<file path="src/rtl/alu_reg_loader.sv">
// alu_reg_loader: buffers parallel register-write requests in a FIFO and
// sends each as a 22-bit serial frame {sel, data, parity} to the ALU reg port.
//
// Ports:
//   clk, n_rst              clock, async active-low reset
//   i_valid/o_ready         request handshake (accepted when both high)
//   i_reg_sel, i_data       5-bit target register, 16-bit value
//   o_reg_io                serial data bit (0 when enable is low)
//   o_reg_io_enable         frame-active qualifier
//   o_busy                  FSM active or FIFO non-empty
//   o_done                  one-cycle pulse after each completed frame
module alu_reg_loader #(
  parameter int FIFO_DEPTH = 4,
  parameter int BIT_DIV    = 1
) (
  input  logic        clk,
  input  logic        n_rst,
  input  logic        i_valid,
  output logic        o_ready,
  input  logic [4:0]  i_reg_sel,
  input  logic [15:0] i_data,
  output logic        o_reg_io,
  output logic        o_reg_io_enable,
  output logic        o_busy,
  output logic        o_done
);

  localparam int AW = (FIFO_DEPTH > 1) ? $clog2(FIFO_DEPTH) : 1;
  localparam int CW = AW + 1;
  localparam int DW = (BIT_DIV > 1) ? $clog2(BIT_DIV) : 1;

  typedef enum logic [1:0] {
    IDLE  = 2'd0,
    SHIFT = 2'd1,
    GAP   = 2'd2
  } state_t;

  state_t state, state_n;

  logic [20:0]   mem [FIFO_DEPTH];
  logic [AW-1:0] wr_ptr, rd_ptr;
  logic [CW-1:0] count;
  logic          push, pop, empty;
  logic [20:0]   head;

  logic [21:0]   shreg;
  logic [4:0]    bit_cnt;
  logic [DW-1:0] div_cnt;
  logic          div_tc;
  logic          last_bit;
  logic          done_n;

  assign empty   = (count == '0);
  assign o_ready = (count != CW'(FIFO_DEPTH));
  assign push    = i_valid && o_ready;
  assign pop     = (state == IDLE) && !empty;
  assign head    = mem[rd_ptr];
  assign o_busy  = (state != IDLE) || !empty;

  // With BIT_DIV=1 the divider never leaves 0, so every cycle is terminal.
  assign div_tc   = (div_cnt == DW'(BIT_DIV - 1));
  assign last_bit = (bit_cnt == 5'd21);

  always_ff @(posedge clk) begin
    if (push) mem[wr_ptr] <= {i_reg_sel, i_data};
  end

  always_ff @(posedge clk or negedge n_rst) begin
    if (!n_rst) begin
      wr_ptr <= '0;
      rd_ptr <= '0;
      count  <= '0;
    end else begin
      if (push) wr_ptr <= wr_ptr + 1'b1;
      if (pop)  rd_ptr <= rd_ptr + 1'b1;
      unique case ({push, pop})
        2'b10:   count <= count + 1'b1;
        2'b01:   count <= count - 1'b1;
        default: count <= count;
      endcase
    end
  end

  always_comb begin
    state_n = state;
    done_n  = 1'b0;
    unique case (state)
      IDLE: begin
        if (!empty) state_n = SHIFT;
      end
      SHIFT: begin
        if (div_tc && last_bit) state_n = GAP;
      end
      GAP: begin
        done_n = (div_cnt == '0);
        if (div_tc) state_n = IDLE;
      end
      default: state_n = IDLE;
    endcase
  end

  always_ff @(posedge clk or negedge n_rst) begin
    if (!n_rst) state <= IDLE;
    else        state <= state_n;
  end

  always_ff @(posedge clk or negedge n_rst) begin
    if (!n_rst) begin
      shreg   <= '0;
      bit_cnt <= '0;
      div_cnt <= '0;
    end else begin
      unique case (state)
        IDLE: begin
          if (pop) begin
            shreg   <= {head, ^head};
            bit_cnt <= '0;
            div_cnt <= '0;
          end
        end
        SHIFT: begin
          if (div_tc) begin
            div_cnt <= '0;
            shreg   <= {shreg[20:0], 1'b0};
            bit_cnt <= last_bit ? 5'd0 : bit_cnt + 5'd1;
          end else begin
            div_cnt <= div_cnt + 1'b1;
          end
        end
        GAP: begin
          div_cnt <= div_tc ? '0 : div_cnt + 1'b1;
        end
        default: begin
          div_cnt <= '0;
          bit_cnt <= '0;
        end
      endcase
    end
  end

  // Outputs lag the FSM by one cycle so they come straight from flops.
  always_ff @(posedge clk or negedge n_rst) begin
    if (!n_rst) begin
      o_reg_io        <= 1'b0;
      o_reg_io_enable <= 1'b0;
      o_done          <= 1'b0;
    end else begin
      o_reg_io_enable <= (state == SHIFT);
      o_reg_io        <= (state == SHIFT) && shreg[21];
      o_done          <= done_n;
    end
  end

endmodule

</file>
<file path="config.mk">
export PLATFORM = sky130hd
export DESIGN_NAME = alu_reg_loader
export DESIGN_NICKNAME = d
export VERILOG_FILES = /design/src/rtl/alu_reg_loader.sv
export SDC_FILE = /design/constraint.sdc
export NUM_CORES = 1
export LEC_CHECK = 0
export BUFFER_PORTS_ARGS = -buffer_cell sky130_fd_sc_hd__buf_2
export CAP_MARGIN = 20
export CORE_ASPECT_RATIO = 1.5
export CORE_MARGIN = 2
export CORE_UTILIZATION = 42
export CTS_CLUSTER_SIZE = 40
export DETAILED_ROUTE_END_ITERATION = 6
export RECOVER_POWER = 100
export SLEW_MARGIN = 20
export SYNTH_ARGS = -nofsm -noshare
export SYNTH_HDL_FRONTEND = slang
export SYNTH_SLANG_ARGS = --single-unit
export TNS_END_PERCENT = 50
</file>
<file path="constraint.sdc">
create_clock -name clk -period 6 [get_ports clk]
set_clock_uncertainty 0.05 [all_clocks]
set_input_delay 0.6 -clock clk [delete_from_list [all_inputs] [get_ports clk]]
set_output_delay 0.6 -clock clk [all_outputs]
set_load 0.01 [all_outputs]
</file>
### Yosys cells after proc, flatten, opt, wreduce, memory -nomap -nowiden

Memory sizes are Yosys's and may differ from the RTL's.
Index checks and enable logic that the tools add are counted.

* register bits after elaboration: 40
* bits in writable memories: 84
* input bits: 24
* output and inout bits: 5
* word-level logic and storage cells: 64
* memories kept: 1

* add/subtract/negate cells: 6
* equality and inequality tests: 11
* muxes and demuxes: 18
* bitwise gates (word level): 2
* reduce and logical (&&, ||, !) cells: 16

Memories
* mem: depth 4, bits a word 21, rd ports 1, clocked after memory_dff 0, write ports 1, line 40 `logic [20:0] mem [FIFO_DEPTH];`

Operators with widths (number)
* 2-to-1 mux 22 bit: 2
* case mux 22 bit (2 select lines): 1
* XOR reduction 21 bit: 1
* 2-to-1 mux 5 bit: 3
* case mux 5 bit (3 select lines): 1
* != test 2 bit (second input constant): 5
* AND reduction 3 bit: 3
* 2-to-1 mux 2 bit: 3
* case mux 2 bit (3 select lines): 1
* case mux 3 bit (2 select lines): 1
* nonzero test 2 bit: 3
* adder 5 x 1 -> 5 bit (second input constant): 1
* == test 5 bit (second input constant): 1
* 2-to-1 mux 1 bit: 5
* adder 2 x 1 -> 2 bit (second input constant): 2
* == test 2 x 1 -> 1 bit (second input constant): 2
* == test 2 bit (second input constant): 2
* logical AND 1 bit: 4
* adder 3 x 1 -> 3 bit (second input constant): 1
* zero test 3 bit: 1
* != test 3 bit (second input constant): 1
* subtractor 3 x 1 -> 3 bit (second input constant): 1
* zero test 2 bit: 1
* NOT 1 bit: 2
* 5 further kinds: 5

### Longest topological paths before layout

* depth in word-level cells: 5
* mapped depth: 9
* gate-level depth less buffers: 9

### Worst setup path after synthesis

No wires, ideal clock.

* kind: register to register
* start point: register count[0]
* end point: register count[2]
* arrival time: 2120 ps
* setup slack: 3705 ps
* cell stages (with the launch flop): 10
* buffers on the path: 1
* path through: dfrtp_1 nor3_1 nand2b_1 clkbuf_1 inv_1 ha_1 fa_1 xnor2_1 nor2_1 xor2_1

* word-level cells in the longest chain between the ends: 5

RTL lines
* start: declaration: line 42 `logic [CW-1:0] count;`
* start signal: assignment: line 77 `2'b10: count <= count + 1'b1;`
* start signal: assignment: line 78 `2'b01: count <= count - 1'b1;`
* start signal: assignment: line 79 `default: count <= count;`
* zero test 3 bit (*): line 53 `assign empty = (count == '0);`
* zero test 1 bit (*)
* logical AND 1 bit (*): line 56 `assign pop = (state == IDLE) && !empty;`
* net pop: line 43 `logic push, pop, empty;`
* == test 2 x 1 -> 1 bit or == test 2 bit (tied branches): line 76 `unique case ({push, pop})`
* case mux 3 bit (2 select lines) or nonzero test 2 bit (tied branches)

The timed path passes the listed nets; every way through them passes the cells marked *.
A chain may end at the register's enable or synchronous reset.

### Final worst setup path

Same ends and word-level chain as after synthesis.

==> impl_metrics.py <==
metrics = {
    "placement": {
        "detailed_place_hpwl_um": 5420,
        "post-place-ws_ns": 3.09,
        "placed_cells": 495,
        "placed_area_um2": 5330,
        "gp_congestion": 0.787,
        "port_buffers": 28,
    },
    "clocking": {
        "root_buffer": "clkbuf_16",
        "clockBufferDepth": 2,
        "clk_latency_ns": 0.41,
        "clk_pin_slew_worst_paths_ns": 0.06,
        "hold_buffers": 0,
        "cts_inserted_buffers": 17,
        "cts_tree": "built",
        "ctsHtreeMaxLevel": 4,
        "cts_sinks": 123,
        "cts_setup_buffers": 0,
        "cts_resized": 0,
    },
    "hold_path": {
        "min_path_type": "in2reg",
    },
    "yosys": {
        "synth_cells": 324,
        "synth_top_flop_cell": "edfxtp_1",
        "synth_top_family_by_area": "multiplexers",
        "synth_xor_area_share_pct": 4.90,
        "synth_area_um2": 5060,
        "synth_simple_gate_area_share_pct": 7.54,
        "synth.mux.area_fraction_pct": 9.87,
        "avgSynthCellArea_um2": 15.6,
        "synth_cell_types": 33,
        "yosysSeqAreaShare_pct": 69.2,
        "ys_async_sr_fraction_pct": 31.7,
        "synth_compound_area_share_pct": 3.91,
        "synth_fa_ha_area_share_pct": 2.13,
        "synth_warnings": 0,
        "synth_edf_count": 84,
        "syn_nets": 356,
        "synth_seq_cells": 123,
    },
    "detailed_routing": {
        "route.met3.wl_um": 307,
        "detail_route.iter0.violations": 171,
        "wl_per_cell_um": 16.8,
        "postRouteAntennaNets": 0,
        "wl_um": 8870,
        "drc": 0,
        "highest_layer": "met4",
        "route.met2.wl_um": 4650,
        "vias_per_cell": 5.14,
        "dr.pass1.iters": 4,
        "num_vias": 2708,
        "wl_met1_um": 3690,
    },
    "job": {
        "drv_cap": 2,
    },
    "sta": {
        "setup_ws_ns": 2.37,
        "max_clock_freq_ghz": 0.275,
        "period_share_pct": 60.6,
        "setup_viol": 0,
        "slew_violations": 88,
        "finalSetupTns_ns": 0,
        "relSlewSlack_pct": -43.3,
        "rsz0062_at_grt": "no",
        "worst_pin_slew_ns": 2.15,
        "hold_viol_final": 0,
        "fin_crit_ns": 3.63,
    },
    "finish": {
        "area_delta_synth_final_pct": 15.7,
        "postLayoutCoreUtil_pct": 49.2,
        "layout_common_cells": "84 x edfxtp_1, 51 x nand2_1, 38 x dfrtp_1, 31 x clkbuf_1, 26 x nor2_1",
        "design_area_um2": 5850,
        "final_cells": 527,
        "nNetsFinal": 393,
        "layout_commonest_cell": "edfxtp_1",
        "antenna_cells": 0,
        "drive_gt1_share_pct": 14.2,
    },
    "floorplan": {
        "die-height_um": 138,
        "die_w_um": 93.6,
        "dieArea_um2": 13000,
        "initial_core_util_pct": 42.5,
        "rows": 49,
        "pin_count": 29,
        "core_area_um2": 11900,
    },
    "worst_setup_path": {
        "arrival_ns": 3.88,
        "cpPeakStageDelay_ns": 1.32,
        "required_ns": 6.24,
        "worst-setup-path-type": "reg2reg",
        "end_kind": "flop",
        "crit_path_cell_trace": "nor3_1 > nand2b_1 > clkbuf_1 > inv_1 > ha_1 > fa_1 > xnor2_1 > nor2_1 > xor2_1",
        "crit_fanout": 47,
        "cpMaxStageDelayCell": "clkbuf_1",
        "crit_path_start_kind": "flop",
    },
    "status": {
        "failed_checks": "max-capacitance violations, max-slew violations",
        "status": "finished, violations left",
    },
    "power_and_ir_drop": {
        "p_leak_nw": 2.12,
        "ir_worst_vdd_v": 0.000328,
        "p_per_area_nw_per_um2": 588,
    },
    "global_route": {
        "grt_usage_pct": 15.5,
        "first_global_vias": 2974,
        "antenna_found_initial": 0,
        "grt_pass1_wl_um": 14900,
        "grt_start_max_net_pins": 48,
        "overflow": 0,
    },
}
final timing paths:
| check | from | endpoint | slack (ns) | cells past startpoint |
|---|---|---|---|---|
| setup / recovery | count[0] | count[2] | 2.37 | 9 |
| hold / removal | i_data[5] | mem[1][5] | 0.40 | 1 |
| setup reg to reg | count[0] | count[2] | 2.37 | 9 |
| hold reg to reg | state[0] | o_done | 0.42 | 1 |
| max in group asynchronous | n_rst | rd_ptr[1] | 3.75 | 1 |
| min in group asynchronous | n_rst | wr_ptr[0] | 0.77 | 1 |
cell usage after synthesis (4+ instances only):
cell type,n,area [um^2]
ha_1,7,87.6
clkbuf_1,6,22.5
and3_1,5,31.3
nor2_1,26,97.6
mux4_1,4,105
dfrtp_1,39,976
nand2_1,51,191
buf_6,4,45.0
inv_1,5,18.8
edfxtp_1,84,2520
a31oi_1,22,138
o21ai_0,8,40.0
mux4_2,17,383
xnor2_1,19,166
flip-flops by register name, summed over array words and instances, names as in the netlist:
name and flops:
mem 84, shreg 22, bit_cnt 5, count 3
rd_ptr 2, state 2, wr_ptr 2, o_done 1
o_reg_io 1, o_reg_io_enable 1
metrics by stage:
stage               hold WS (ns)  power, W
floorplan                  0.254   0.00228
global placement           0.406   0.00249
detailed placement         0.411   0.00252
CTS                        0.286   0.00351
global route               0.402   0.00368
finish                     0.403   0.00344
cell type report:
cell class | count | area (um^2)
Clock buffer | 17 | 425
Clock inverter | 15 | 151
Fill cell | 1051 | 6040
Inverter | 6 | 22.5
Multi-Input combinational cell | 180 | 1430
Sequential cell | 123 | 3500
Tap cell | 153 | 191
Timing Repair Buffer | 33 | 129
layer usage:
layer  GRT usage (%)  vias to the layer above
li1                -                     1268
met1            18.4                     1381
met2            25.1                       46
met3            5.61                       13
met4            6.71                        0
met5               0                        -
worst max-delay path: cells and delay by family, from the launching register on:
kind	cells	cell delay, ns
AND/OR/NAND/NOR	3	0.53
flip-flops	1	0.43
XOR/XNOR	2	0.29
buffers and inverters	2	1.50
adder cells (fa/ha/maj)	2	0.70
cell families (layout without fill, tap and decap cells):
group,count (synthesis),after routing
AND/OR/NAND/NOR,92,92
flip-flops,123,123
adder cells (fa/ha/maj),8,8
buffers and inverters,21,71
multiplexers,22,22
AO/OA/AOI/OAI,33,33
XOR/XNOR,25,25
power by group:
part | internal, W | switching, W
Combinational | 0.000608 | 0.000558
Clock | 0.000609 | 0.000367
Sequential | 0.00116 | 0.000134
Total | 0.00238 | 0.00106
Power figures use the tool's default switching activity.
